$ cat config.mk
export PLATFORM = sky130hd
export DESIGN_NAME = fetch_sequencer
export DESIGN_NICKNAME = d
export VERILOG_FILES = /design/src/rtl/fetch_sequencer.sv
export SDC_FILE = /design/constraint.sdc
export NUM_CORES = 1
export LEC_CHECK = 0
export BUFFER_PORTS_ARGS = -buffer_cell sky130_fd_sc_hd__buf_2
export CAP_MARGIN = 30
export CORE_MARGIN = 2
export CORE_UTILIZATION = 50
export CTS_BUF_LIST = sky130_fd_sc_hd__clkbuf_4 sky130_fd_sc_hd__clkbuf_8
export DETAILED_ROUTE_END_ITERATION = 10
export PLACE_DENSITY = 0.79
export REMOVE_ABC_BUFFERS = 1
export SLEW_MARGIN = 20
export SYNTH_ARGS = -nofsm -noshare
export SYNTH_HDL_FRONTEND = slang
export SYNTH_SLANG_ARGS = --single-unit
$ cat constraint.sdc
create_clock -name clk -period 2.5 [get_ports clk]
set_clock_uncertainty 0.15 [all_clocks]
set_input_delay 0 -clock clk [delete_from_list [all_inputs] [get_ports clk]]
set_output_delay 0 -clock clk [all_outputs]
set_load 0.01 [all_outputs]
$ cat src/rtl/fetch_sequencer.sv
// fetch_sequencer: multi-cycle FETCH/DECODE/EXECUTE/WRITEBACK sequencer.
// Owns the program counter, fetches 16-bit instructions over a req/valid
// handshake, holds them in the IR and emits one-cycle phase strobes.
module fetch_sequencer #(
    parameter int unsigned            PC_WIDTH      = 8,
    parameter logic [PC_WIDTH-1:0]    START_ADDR    = '0,
    parameter int unsigned            FETCH_TIMEOUT = 15
) (
    input  logic                clk,
    input  logic                rst_n,
    input  logic                start,
    output logic                imem_req,
    output logic [PC_WIDTH-1:0] imem_addr,
    input  logic [15:0]         imem_rdata,
    input  logic                imem_valid,
    output logic [15:0]         instruction,
    output logic                decode_stb,
    output logic                exec_stb,
    output logic                wb_stb,
    output logic [PC_WIDTH-1:0] pc,
    output logic                busy,
    output logic                halted,
    output logic                fetch_err
);

    typedef enum logic [2:0] {
        S_IDLE,
        S_FETCH,
        S_DECODE,
        S_EXECUTE,
        S_WRITEBACK,
        S_HALT,
        S_ERROR
    } state_t;

    localparam logic [2:0] OP_HALT  = 3'b111;
    localparam logic [7:0] TMO_LAST = 8'(FETCH_TIMEOUT - 1);

    state_t     state;
    state_t     state_nx;
    logic [7:0] tmo_cnt;

    // State register.
    always_ff @(posedge clk or negedge rst_n) begin
        if (!rst_n) begin
            state <= S_IDLE;
        end else begin
            state <= state_nx;
        end
    end

    // Next-state selection; a valid response in the last allowed fetch cycle wins over the timeout.
    always_comb begin
        state_nx = state;
        case (state)
            S_IDLE: begin
                if (start) state_nx = S_FETCH;
            end
            S_FETCH: begin
                if (imem_valid)              state_nx = S_DECODE;
                else if (tmo_cnt == TMO_LAST) state_nx = S_ERROR;
            end
            S_DECODE: begin
                if (instruction[15:13] == OP_HALT) state_nx = S_HALT;
                else                               state_nx = S_EXECUTE;
            end
            S_EXECUTE:   state_nx = S_WRITEBACK;
            S_WRITEBACK: state_nx = S_FETCH;
            S_HALT, S_ERROR: begin
                if (start) state_nx = S_FETCH;
            end
            default:     state_nx = S_IDLE;
        endcase
    end

    // PC, instruction register and fetch timeout counter.
    always_ff @(posedge clk or negedge rst_n) begin
        if (!rst_n) begin
            pc          <= START_ADDR;
            instruction <= '0;
            tmo_cnt     <= '0;
        end else begin
            case (state)
                S_FETCH: begin
                    if (imem_valid) begin
                        instruction <= imem_rdata;
                        tmo_cnt     <= '0;
                    end else if (tmo_cnt == TMO_LAST) begin
                        tmo_cnt     <= '0;
                    end else begin
                        tmo_cnt     <= tmo_cnt + 8'd1;
                    end
                end
                S_WRITEBACK: begin
                    pc <= pc + PC_WIDTH'(1);
                end
                S_HALT, S_ERROR: begin
                    if (start) pc <= START_ADDR;
                end
                default: ;
            endcase
        end
    end

    // Outputs decoded from the state register only.
    always_comb begin
        imem_req   = (state == S_FETCH);
        decode_stb = (state == S_DECODE);
        exec_stb   = (state == S_EXECUTE);
        wb_stb     = (state == S_WRITEBACK);
        busy       = (state == S_FETCH) || (state == S_DECODE) ||
                     (state == S_EXECUTE) || (state == S_WRITEBACK);
        halted     = (state == S_HALT);
        fetch_err  = (state == S_ERROR);
    end

    assign imem_addr = pc;

endmodule

==> results of run 1 <==
[Yosys cell counts, types with 3 or more instances]
cell	count	area (um^2)
o31ai_1	3	22.5
a31oi_1	6	37.5
or4_1	3	22.5
xor2_1	5	43.8
o21ai_0	7	35.0
a21o_1	5	37.5
a21oi_1	6	30.0
nand4_1	3	18.8
and3_1	3	18.8
nand2b_1	3	18.8
ha_1	3	37.5
clkbuf_1	4	15.0
nand2_1	8	30.0
buf_4	10	75.1
dfrtp_1	35	876
nor2_1	5	18.8
nand3_1	4	20.0
inv_1	5	18.8
mux2_2	17	191
[power by group]
group | switching [mW] | total, mW | internal, mW | leakage, nW
sequential | 0.201 | 0.999 | 0.798 | 0.443
combinational | 0.592 | 1.14 | 0.549 | 0.642
clock | 0.182 | 0.359 | 0.176 | 0.0420
total | 0.976 | 2.50 | 1.52 | 1.13
[per-layer routing]
metal,up-vias,GRT usage (%),wire length [um]
met4,0,5.83,37
met3,4,7.50,311
met1,680,26.6,1690
met2,57,34.6,1750
met5,-,0,0
li1,706,-,-
[final timing paths]
| kind | end | slack, ns | depth (start not counted) | start |
|---|---|---|---|---|
| worst max-delay path | tmo_cnt[5]$_DFFE_PN0N_ | 0.35 | 4 | state[2]$_DFFE_PN0P_ |
| worst min-delay path | imem_addr[7]$_DFFE_PN0P_ | 0.13 | 2 | rst_n |
| worst max register to register | tmo_cnt[5]$_DFFE_PN0N_ | 0.35 | 4 | state[2]$_DFFE_PN0P_ |
| worst min register to register | instruction[10]$_DFFE_PN0P_ | 0.36 | 1 | instruction[10]$_DFFE_PN0P_ |
| max in group asynchronous | instruction[6]$_DFFE_PN0P_ | 1.58 | 2 | rst_n |
| min in group clk | instruction[10]$_DFFE_PN0P_ | 0.28 | 3 | imem_rdata[10] |
[sequential cells by signal, summed over array words and instances, names as in the netlist]
| register | cells |
|---|---|
| tmo_cnt | 8 |
| instruction | 16 |
| state | 3 |
| imem_addr | 8 |
[cells by family after synthesis]
kind of cell	synth area share, %
AO/OA/AOI/OAI	12.8
XOR/XNOR	3.01
adder cells (fa/ha/maj)	2.73
buffers and inverters	6.53
flip-flops	50.2
multiplexers	11.5
AND/OR/NAND/NOR	13.2
[critical path, cell delays in order, from the launching register on]
cell and delay [ns]:
dfrtp_1 0.50, or3b_1 0.56, a311oi_2 0.56, a31oi_1 0.16, a31oi_1 0.15
[final cells by class]
cell class | instances | area [um^2]
clock buffer | 8 | 72.6
fill | 264 | 1050
inverter | 5 | 18.8
multi-input combinational | 101 | 754
sequential | 35 | 876
tap | 46 | 57.6
timing repair buffer | 80 | 503
[placed cells by master, fill, tap and decap left out, drive strengths merged, types with 2 or more instances in the layout]
cell type	netlist	final
buf	11	61
dfrtp	35	35
dlygate4sd3	0	19
mux2	17	17
nand2	8	8
clkbuf	4	8
o21ai	7	7
a21oi	6	6
a31oi	6	6
nor2	6	6
inv	5	5
xor2	5	5
a21o	5	5
nand3	4	4
and3	3	3
nand2b	3	3
nand4	3	3
o31ai	3	3
or4	3	3
ha	3	3
nor3b	2	2
and3b	2	2
[per-stage QoR]
stage                     std cells  area [um^2]  hold WS, ns  total power [mW]  util, %
final                           275         2280        0.133              2.50     68.4
after detailed placement        248         2020      -0.0200              2.13     60.5
after global placement          248         2020      -0.0311              2.09     60.5
after CTS                       275         2280        0.143              2.51     68.4
after floorplan                 141         1650       -0.446              1.66        -
after global routing            275         2280        0.194              2.70     68.4
==> reports/metrics.yaml, run 1 <==
ys_warn_count: 0
relSlewSlack_pct: 48.3
portBuffers: 58
cts_resized: 0
final.setup.worst_slack_ns: 0.349
area_growth_pct: 30.8
avgViaCountPerCell: 5.26
startpoint_type: "flip-flop"
tns_ns: 0
antenna_cells: 0
ys.flop_type: "dfrtp_1"
core_area_um2: 3340
drive_gt1_share_pct: 38.4
grt_pass1_vias: 1461
yosysUniqueCellTypes: 38
outcome: "finished, final reports clean"
cts_setup_buffers: 0
vdd_drop_max_uv: 608
synth_cells: 156
crit_fanout: 11
async_flop_share_pct: 100
ys_ff_latch: 35
drtIter0Drc: 65
fp.dieArea_um2: 3980
clock-sinks: 35
clk_latency_ns: 0.33
grt_first_pass_wirelength_um: 6630
setup_violations: 0
wl_um: 3790
dp_slack_ns: 0.391
endpoint_kind: "flip-flop"
rsz0062_at_grt: "false"
power_density_nw_per_um2: 1100
finalNetCount: 251
ios: 59
post-route-period-util_pct: 86.0
overflow: 0
cts_buffer_depth: 2
grt.total_usage_pct: 21.2
wl_per_cell_um: 13.8
arrival_ns: 2.26
vias: 1447
required_ns: 2.61
p_leak_nw: 1.13
rows: 21
start_util_pct: 52.3
fp.dieW_um: 63.1
timing.fmax_mhz: 465
seq_area_frac_synth_pct: 50.2
dieHeight_um: 63.1
drt-pass1-iter-count: 4
worstSetupPathType: "flip-flop to flip-flop"
drv_cap: 0
drv_slew: 0
synth_edf_count: 0
cts_tree: "done"
ant_nets: 0
grt_max_degree: 36
drc: 0
tightest_slew_ns: 0.775
syn_area_per_cell_um2: 11.2
cts_root_buf: "clkbuf_4"
gp_congestion: 0.788
ctsHoldBuffers: 19
dp_hpwl_um: 2400
syn_area_um2: 1740
cts_buffers: 5
cts_max_level: 2
finalCriticalPeriod_ns: 2.15
min_path_type: "input pin to asynchronous set/reset pin"
clk_transition_reported_paths_ns: 0.10
antenna_found_initial: 0
hold_viol: 0
No activity file was read; power rests on OpenSTA's default activity.
==> inputs of run 2 (changes only) <==
GPL_TIMING_DRIVEN = 0   (was default)
==> run 2 against run 1 <==
  * First-iteration DRC count up 110%
  * Wire length down 1.5%
  * Sequential share of layout area down 0.25 points
  * Core utilization up 0.45 points
  * Fmax down 6.6%
  * Clock power up 40%
  * Die area unchanged
  * Final cell count down 1.1%
  * Setup slack worse by 0.15 ns
  * Cell area up 0.66%
  * Total power up 4.7%
  * Critical path depth unchanged
  * Largest cell class unchanged
  * Largest power group unchanged
==> reports/metrics.yaml, run 2 (synthesis results as in run 1) <==
rsz0062_at_grt: "false"
fp.dieW_um: 63.1  # unchanged
wl_um: 3740  # -1.5%
cts_tree: "done"
post-route-period-util_pct: 92.1  # +6.1 points
final_area_um2: 2300  # +0.66%
seqPwrFrac_pct: 39.9  # about the same
outcome: "finished, final reports clean"
clk_latency_ns: 0.33  # about the same
ant_nets: 0  # unchanged
combPwrFrac_pct: 40.9  # -4.8 points
fp.dieArea_um2: 3980  # unchanged
hold_viol: 0  # unchanged
worstSetupPathType: "flip-flop to flip-flop"
relSlewSlack_pct: 49.1  # +0.76 points
dieHeight_um: 63.1  # unchanged
grt_first_pass_wirelength_um: 6350  # -4.2%
start_util_pct: 52.3  # unchanged
antenna_found_initial: 0  # unchanged
setup_violations: 0  # unchanged
max_stage_delay_ns: 0.59  # +0.03 ns
report.power.total_mw: 2.62  # +4.7%
cts_buffers: 5  # unchanged
final.setup.worst_slack_ns: 0.198  # -0.151 ns
drive_gt1_share_pct: 37.6  # -0.82 points
crit_slowest_cell: "a311oi_2"
drv_cap: 0  # unchanged
vias: 1448  # +0.069%
wl_per_cell_um: 13.7  # -0.42%
tightest_slew_ns: 0.764  # -0.0113 ns
dp_hpwl_um: 2400  # about the same
finalCriticalPeriod_ns: 2.30  # +0.151 ns
grt_pass1_vias: 1429  # -2.2%
min_path_type: "input pin to asynchronous set/reset pin"
clock-sinks: 35  # unchanged
clk_transition_reported_paths_ns: 0.11  # about the same
crit_fanout: 13  # +2
overflow: 0  # unchanged
p_clk_share_pct: 19.2  # +4.8 points
drc: 0  # unchanged
regMostFlops: "instruction"
grt.total_usage_pct: 20.4  # -0.75 points
p_leak_nw: 1.12  # -0.46%
vdd_drop_max_uv: 743  # +22%
core_area_um2: 3340  # unchanged
portBuffers: 58  # unchanged
cts_buffer_depth: 2  # unchanged
p_int_mw: 1.63  # +7.2%
largest_register_ff_count: 16  # unchanged
cpMostUsedCell: "a31oi_1"
cts_setup_buffers: 0  # unchanged
r2r_cells: 4  # unchanged
drt-pass1-iter-count: 4  # unchanged
cts_max_level: 2  # unchanged
place_area_um2: 2000  # -1.1%
power_density_nw_per_um2: 1140  # +4.0%
avgViaCountPerCell: 5.32  # +1.2%
power.switching_mw: 0.983  # +0.77%
switching_share_pct: 37.6  # -1.5 points
rrSetupSlack_ns: 0.20  # -0.15 ns
worstReg2RegEnd: "tmo_cnt[5]$_DFFE_PN0N_"
n_fill_cell: 260  # -1.5%
crit_chain: "or3b_1 > a311oi_2 > a31oi_1 > a31oi_1"
endpoint_kind: "flip-flop"
grt_max_degree: 36  # unchanged
finalNetCount: 248  # -1.2%
rows: 21  # unchanged
antenna_cells: 0  # unchanged
area_growth_pct: 31.7
ios: 59  # unchanged
r2r-start: "state[0]$_DFFE_PN0P_"
startpoint_type: "flip-flop"
gp_congestion: 0.750  # -4.8%
dp_slack_ns: 0.0295  # -0.361 ns
drtIter0Drc: 135  # +110%
timing.fmax_mhz: 434  # -6.6%
cts_root_buf: "clkbuf_4"
mostFrequentLayoutCell: "buf_2"
required_ns: 2.61  # about the same
arrival_ns: 2.41  # +0.15 ns
tns_ns: 0  # unchanged
layout_common_cells: "buf_2 (58), dfrtp_1 (35), dlygate4sd3_1 (19)"
drv_slew: 0  # unchanged
## run 2: timing repair
action                                 in CTS  in global routing
hold buffers                               19                  0
resized for setup                           0                  1
endpoints found under the hold margin      62                  0
setup endpoints to repair                   0                 16
## run 2: worst max-delay path by stage
stage | from | to | slack, ns | cells past startpoint
finish | state[0]$_DFFE_PN0P_ | tmo_cnt[5]$_DFFE_PN0N_ | 0.20 | 4
floorplan | state[0]$_DFFE_PN0P_ | instruction[0]$_DFFE_PN0P_ | 0.35 | 3
CTS | state[0]$_DFFE_PN0P_ | instruction[12]$_DFFE_PN0P_ | 0.01 | 3
detailed placement | state[0]$_DFFE_PN0P_ | instruction[12]$_DFFE_PN0P_ | 0.03 | 3
global placement | state[0]$_DFFE_PN0P_ | instruction[10]$_DFFE_PN0P_ | 0.05 | 3
global route | state[0]$_DFFE_PN0P_ | tmo_cnt[4]$_DFFE_PN0N_ | 0.04 | 4
## run 2: metrics by stage
step | hold WS, ns | instances | utilization [%]
2_1_floorplan | -0.446 | 141 | -
6_report | 0.127 | 272 | 68.8
5_1_grt | 0.193 | 272 | 68.8
4_1_cts | 0.136 | 272 | 68.7
3_3_place_gp | -0.0180 | 245 | 59.8
3_5_place_dp | -0.0294 | 245 | 59.8
## run 2: critical path, delay by kind of cell (launching register included)
family / cells / cell delay, ns
AOI/OAI and AO/OA: 3 / 0.92
and+or+nand+nor: 1 / 0.58
DFF: 1 / 0.57
## run 2: cell type report
cell class                      count  area [um^2]  share of cell area [%]
Timing Repair Buffer               77          480                    20.9
Clock inverter                      3         67.6                    2.94
Multi-Input combinational cell    101          759                    33.1
Sequential cell                    35          876                    38.1
Clock buffer                        5         37.5                    1.63
Tap cell                           46         57.6                    2.51
Inverter                            5         18.8                   0.817
## run 2: power groups by stage
stage | combinational (mW) | sequential (mW) | clock, mW
after floorplan | 0.526 | 1.13 | 0
after global placement | 1.01 | 1.04 | 0
after detailed placement | 1.04 | 1.05 | 0
after CTS | 1.07 | 1.04 | 0.514
after global routing | 1.18 | 1.09 | 0.540
final | 1.07 | 1.04 | 0.503
## run 2: metal layers
layer	part of all wire [%]	wire length, um	global-route usage [%]	up-vias
li1	-	-	-	704
met1	42	1570	24.9	679
met2	49	1840	34.0	60
met3	7.4	278	5.71	5
met4	1.3	50	8.33	0
met5	0	0	0	-
